### config.mk
export PLATFORM = sky130hd
export DESIGN_NAME = core_fetch_ctrl
export DESIGN_NICKNAME = d
export VERILOG_FILES = /design/src/rtl/core_fetch_pkg.sv /design/src/rtl/core_fetch_fifo.sv /design/src/rtl/core_fetch_ctrl.sv
export SDC_FILE = /design/constraint.sdc
export NUM_CORES = 1
export LEC_CHECK = 0
export BUFFER_PORTS_ARGS = -buffer_cell sky130_fd_sc_hd__buf_2
export CORE_MARGIN = 1.5
export CORE_UTILIZATION = 36
export CTS_CLUSTER_DIAMETER = 80
export DETAILED_ROUTE_END_ITERATION = 12
export PLACE_DENSITY = 0.58
export RECOVER_POWER = 50
export SYNTH_ARGS = -nofsm -noshare
export SYNTH_HDL_FRONTEND = slang
export SYNTH_HIERARCHICAL = 1
export SYNTH_SLANG_ARGS = --single-unit
export TNS_END_PERCENT = 50
### constraint.sdc
create_clock -name clk -period 23.2 [get_ports clk]
set_clock_uncertainty 0.15 [all_clocks]
set_input_delay 1.16 -clock clk [delete_from_list [all_inputs] [get_ports clk]]
set_output_delay 1.16 -clock clk [all_outputs]
set_load 0.05 [all_outputs]
### src/rtl/core_fetch_pkg.sv
// Shared types and constants for the instruction fetch controller.
// Fetch-state encodings, FIFO entry layout and the word-align helper.
package core_fetch_pkg;

   typedef enum logic [1:0] {
      ST_IDLE  = 2'd0,
      ST_REQ   = 2'd1,
      ST_DRAIN = 2'd2
   } fetch_state_t;

   localparam logic [31:0] ZERO_WORD = 32'h0000_0000;
   localparam logic [31:0] INST_NOP  = 32'h0000_0013;

   typedef struct packed {
      logic [31:0] addr;
      logic [31:0] inst;
   } fetch_entry_t;

   function automatic logic [31:0] align_word(input logic [31:0] a);
      return a & ~32'h0000_0003;
   endfunction

endpackage

### src/rtl/core_fetch_fifo.sv
// Synchronous fetch buffer of {addr,inst} entries; flush beats push and pop.
// DEPTH must be a power of two so the pointers wrap naturally.
module core_fetch_fifo
   import core_fetch_pkg::*;
#(
   parameter int DEPTH = 2
) (
   input  logic                       clk,
   input  logic                       rst,
   input  logic                       push,
   input  logic                       pop,
   input  logic                       flush,
   input  fetch_entry_t               wr_entry,
   output fetch_entry_t               head,
   output logic [$clog2(DEPTH):0]     count
);

   localparam int AW = $clog2(DEPTH);

   fetch_entry_t   mem [DEPTH];
   logic [AW-1:0]  wr_ptr;
   logic [AW-1:0]  rd_ptr;

   always_ff @(posedge clk) begin
      if (rst || flush) begin
         wr_ptr <= '0;
         rd_ptr <= '0;
         count  <= '0;
      end else begin
         if (push) wr_ptr <= wr_ptr + 1'b1;
         if (pop)  rd_ptr <= rd_ptr + 1'b1;
         count <= count + (AW+1)'(push) - (AW+1)'(pop);
      end
   end

   // storage needs no reset: head is qualified by count in the top
   always_ff @(posedge clk) begin
      if (push && !flush && !rst) mem[wr_ptr] <= wr_entry;
   end

   assign head = mem[rd_ptr];

endmodule

### src/rtl/core_fetch_ctrl.sv
// Fetch controller: owns the PC, issues one ROM read at a time over req/ack
// and buffers returned words for the IF/ID boundary; handles jumps and hold.
//
// state | meaning
// IDLE  | no read outstanding; issue when the buffer has credit
// REQ   | read outstanding; ack pushes data and may issue back-to-back
// DRAIN | read outstanding after a jump; its data is discarded on ack
module core_fetch_ctrl
   import core_fetch_pkg::*;
#(
   parameter logic [31:0] RESET_ADDR = 32'h0000_0000,
   parameter int          FIFO_DEPTH = 2,
   parameter logic [31:0] NOP_INST   = INST_NOP
) (
   input  logic        clk,
   input  logic        rst,
   input  logic        jump_flag_in,
   input  logic [31:0] jump_addr_in,
   input  logic        hold_flag_in,
   output logic        rom_req_out,
   output logic [31:0] rom_addr_out,
   input  logic        rom_ack_in,
   input  logic [31:0] rom_data_in,
   output logic [31:0] pc_addr_out,
   output logic        inst_valid_out,
   output logic [31:0] inst_out,
   output logic [31:0] inst_addr_out
);

   localparam int CW = $clog2(FIFO_DEPTH) + 1;

   fetch_state_t  state, state_nxt;
   logic [31:0]   pc, pc_nxt;
   logic [31:0]   addr_nxt;
   logic          issue;
   logic          push, pop, credit;
   logic [CW-1:0] count, cnt_nxt;
   fetch_entry_t  head;
   fetch_entry_t  wr_entry;

   assign pop      = inst_valid_out && !hold_flag_in && !jump_flag_in;
   assign push     = (state == ST_REQ) && rom_ack_in && !jump_flag_in;
   assign cnt_nxt  = count + CW'(push) - CW'(pop);
   assign credit   = cnt_nxt < CW'(FIFO_DEPTH);
   assign wr_entry = '{addr: rom_addr_out, inst: rom_data_in};

   always_ff @(posedge clk) begin
      if (rst) begin
         state        <= ST_IDLE;
         pc           <= RESET_ADDR;
         rom_addr_out <= RESET_ADDR;
      end else begin
         state        <= state_nxt;
         pc           <= pc_nxt;
         rom_addr_out <= addr_nxt;
      end
   end

   always_comb begin
      state_nxt = state;
      pc_nxt    = pc;
      addr_nxt  = rom_addr_out;
      issue     = 1'b0;
      case (state)
         ST_IDLE: begin
            if (!jump_flag_in && credit) begin
               issue     = 1'b1;
               state_nxt = ST_REQ;
            end
         end
         ST_REQ: begin
            if (rom_ack_in) begin
               if (jump_flag_in)  state_nxt = ST_IDLE;
               else if (credit)   issue     = 1'b1;
               else               state_nxt = ST_IDLE;
            end else if (jump_flag_in) begin
               state_nxt = ST_DRAIN;
            end
         end
         ST_DRAIN: begin
            if (rom_ack_in) state_nxt = ST_IDLE;
         end
         default: state_nxt = ST_IDLE;
      endcase
      if (issue) begin
         addr_nxt = pc;
         pc_nxt   = pc + 32'd4;
      end
      // a redirect overrides any increment, including while draining
      if (jump_flag_in) pc_nxt = align_word(jump_addr_in);
   end

   core_fetch_fifo #(
      .DEPTH (FIFO_DEPTH)
   ) u_fifo (
      .clk      (clk),
      .rst      (rst),
      .push     (push),
      .pop      (pop),
      .flush    (jump_flag_in),
      .wr_entry (wr_entry),
      .head     (head),
      .count    (count)
   );

   assign rom_req_out    = (state != ST_IDLE);
   assign pc_addr_out    = pc;
   assign inst_valid_out = (count != '0);
   assign inst_out       = inst_valid_out ? head.inst : NOP_INST;
   assign inst_addr_out  = inst_valid_out ? head.addr : ZERO_WORD;

endmodule
==> impl_metrics.csv <==
group,metric,value,unit
grt,grt_usage,0.157,
power,share_seq_of_total_power,0.529,
sta,holdWs,0.334,ns
power,ir_drop,0.0417,mV
finish,regArea,0.00519,mm^2
critical_path,critPathKind,"in2reg",
clock_network,cts_buffers,17,
min_path,hold_path_class,"reg2reg",
sta,post-route-period-util,0.244,
floorplanning,die_h,158,um
sta,final-setup-viol-count,0,
finish,drive_gt1_frac,0.275,
power,sw_frac_of_total,0.266,
drt,wl_per_cell,16.8,um
floorplanning,dieArea,0.0249,mm^2
synth,synthArstFlopShare,0,
critical_path,path_buf_inv,2,
clock_network,cts_tree,"yes",
drt,drc,0,
placed_design,io_buffers,192,
grt,overflow,0,
finish,multiInputGateArea,0.00314,mm^2
clock_network,clock-root-buffer,"clkbuf_16",
sta,fin_crit,5.67,ns
synth,synth_ff_type,"edfxtp_1",
drt,vias_per_cell,4.76,
sta,worst_pin_slew,3.36,ns
outcome,violations,"max-capacitance violations, max-slew violations",
clock_network,h-tree-depth,4,
grt,grt_max_degree,72,
sta,fin_setup_tns,0,ns
sta,hold_viol_final,0,
critical_path,critPathLaunchType,"input port",
synth,synth-edff-count,128,
floorplanning,initial_core_util,0.368,
placed_design,placed_area,0.00982,mm^2
finish,fillers,2257,
finish,fin_area,0.0103,mm^2
flow_run,max-cap-violations,3,
finish,synthToLayoutAreaGrowth,18.9,%
clock_network,worst_setup_hold_path_clk_slew,0.07,ns
clock_network,max-clock-path-buffers,2,
outcome,status,"complete, but fails checks",
power,p_total,729,uW
floorplanning,io_pins,199,
clock_network,post_cts_buffers,0,
sta,rsz0062_at_grt,"false",
critical_path,required,22.75,ns
critical_path,crit_arrival,5.22,ns
synth,postSynthCellCount,643,
grt,grt_pass1_wl,29.7,mm
synth,synth.distinct_cells,53,
floorplanning,coreArea,0.0235,mm^2
drt,dr.pass1.iters,5,
floorplanning,rows,56,
grt,grt_pass1_vias,5232,
drt,drt_iter0_markers,265,
drt,routed_wl,19.5,mm
synth,synth_seq_cells,195,
critical_path,cp_slowest_cell,"clkbuf_1",
power,switchingPower,194,uW
placed_design,hpwl,12.9,mm
power,power_density,71.0,mW/mm^2
sta,drv_slew,146,
sta,relSlewSlack,-1.24,
clock_network,ctsResizeCount,0,
critical_path,cp_max_fo,71,
critical_path,critPathTopFamily,"buffers and inverters",
critical_path,cp_cell_sequence,"buf_2, clkbuf_1, nor2_1, and3_1",
synth,ys_warn_count,6,
finish,nets,903,
power,p_int,535,uW
grt,antenna_found_initial,2,
power,clock_power_share,0.380,
sta,fmax,176,MHz
synth,syn_avg_cell_area,13.4,um^2
drt,ant_nets,0,
power,power.share.combinational,0.092,
synth,netlist_area,0.00863,mm^2
clock_network,cts.sinks,195,
clock_network,hold_buffers,0,
drt,num_vias,5545,
placed_design,gp_congestion,0.772,
clock_network,clock_latency,0.43,ns
synth,seq_area_frac_synth,0.601,
critical_path,cp-end-kind,"flip-flop",
critical_path,slowest_delay,2.36,ns
power,p_leak,0.00389,uW
floorplanning,die_w,158,um
-- power by group through the flow --
stage	Clock, uW	Combinational [uW]	Sequential, uW
2_1_floorplan	0	30.0	410
3_3_place_gp	0	68.4	393
3_5_place_dp	0	69.0	393
4_1_cts	286	69.2	385
5_1_grt	301	71.8	387
6_report	277	66.9	385
-- cell type report --
cell class | count | share of cell area
clock inverters | 14 | 0.0113
inverters | 13 | 0.00475
flip-flops and latches | 195 | 0.505
clock buffers | 18 | 0.0418
repair buffers | 202 | 0.0914
diodes | 2 | 0.000488
multi-input cells | 401 | 0.306
well taps | 319 | 0.0389
-- kinds of logic (layout without fill, tap and decap cells) --
family | after synthesis | count (layout) | synth area share
AOI/OAI and AO/OA | 71 | 71 | 0.0600
xor gates and xnor gates | 17 | 17 | 0.0188
adders and majority gates | 4 | 4 | 0.00580
buffers and inverters | 54 | 247 | 0.0384
DFF | 195 | 195 | 0.601
muxes | 98 | 98 | 0.149
other | 1 | 10 | 0.000435
and+or+nand+nor | 203 | 203 | 0.126
-- registers in the layout (all words and copies together) (netlist names), named ones only --
name	flops
pc_addr_out	30
rom_addr_out	30
state	2
u_fifo/count	2
u_fifo/mem	128
u_fifo/rd_ptr	1
u_fifo/wr_ptr	1
-- worst paths after layout --
| path | startpoint | end | slack, ns | depth (start not counted) |
|---|---|---|---|---|
| max | rst | u_fifo/mem[1][5]$_DFFE_PP_ | 17.53 | 4 |
| min | rom_addr_out[3]$_SDFFE_PP0P_ | u_fifo/mem[0][35]$_DFFE_PP_ | 0.33 | 0 |
| max reg2reg | state[0]$_SDFFE_PP0P_ | u_fifo/mem[1][5]$_DFFE_PP_ | 19.15 | 3 |
| min reg2reg | rom_addr_out[3]$_SDFFE_PP0P_ | u_fifo/mem[0][35]$_DFFE_PP_ | 0.33 | 0 |
-- synthesized netlist by cell type, drive strengths merged (2+ instances only) --
cell type | number | area (um^2)
edfxtp | 128 | 3840
dfxtp | 67 | 1340
and2 | 65 | 407
mux2 | 65 | 957
nor2 | 50 | 188
mux2i | 33 | 330
nand2 | 29 | 109
clkbuf | 24 | 91.3
buf | 17 | 191
nor3 | 14 | 75.1
inv | 13 | 48.8
a31oi | 12 | 75.1
xor2 | 10 | 87.6
o211ai | 9 | 67.6
a211oi | 8 | 60.1
o2111ai | 8 | 70.1
or3 | 8 | 50.1
nand3 | 7 | 35.0
o21ai | 7 | 35.0
o21a | 6 | 45.0
xnor2 | 6 | 52.6
or4 | 5 | 37.5
a21oi | 4 | 20.0
a311oi | 4 | 35.0
ha | 4 | 50.1
nand4 | 4 | 37.5
nor4 | 4 | 31.3
or2 | 4 | 25.0
and3 | 3 | 20.0
nand2b | 3 | 18.8
nor4b | 3 | 26.3
o2bb2ai | 3 | 26.3
o311ai | 3 | 26.3
nand3b | 2 | 15.0
o31a | 2 | 18.8
o31ai | 2 | 15.0
-- metrics by stage --
| stage | cells | setup slack, ns | utilization |
|---|---|---|---|
| after floorplan | 650 | 13.83 | - |
| after global placement | 1130 | 18.48 | 0.418 |
| after detailed placement | 1130 | 18.43 | 0.418 |
| after CTS | 1162 | 18.87 | 0.442 |
| after global routing | 1162 | 16.96 | 0.437 |
| final | 1164 | 17.53 | 0.437 |
-- layer usage --
| layer | up-vias | share of wire | GRT usage |
|---|---|---|---|
| met5 | - | 0 | 0 |
| met3 | 12 | 0.069 | 0.0474 |
| met4 | 0 | 0.0070 | 0.0305 |
| li1 | 2718 | - | - |
| met1 | 2645 | 0.46 | 0.213 |
| met2 | 170 | 0.46 | 0.248 |
-- cell usage in the layout, fill, tap and decap left out, types with 7 or more instances in the layout --
master     count
mux2i_1       33
conb_1         8
or3_1          8
nand3_1        7
clkbuf_1      77
dfxtp_1       66
clkbuf_16     17
edfxtp_1     128
and2_1        64
mux2_4        60
xor2_1        10
nand2_1       29
a211oi_1       8
buf_2        117
a31oi_1       12
o211ai_1       9
inv_1         13
nor2_1        50
nor3_1        13
o2111ai_1      8
buf_4          9
o21ai_0        7
(Power assumes the default switching activity.)
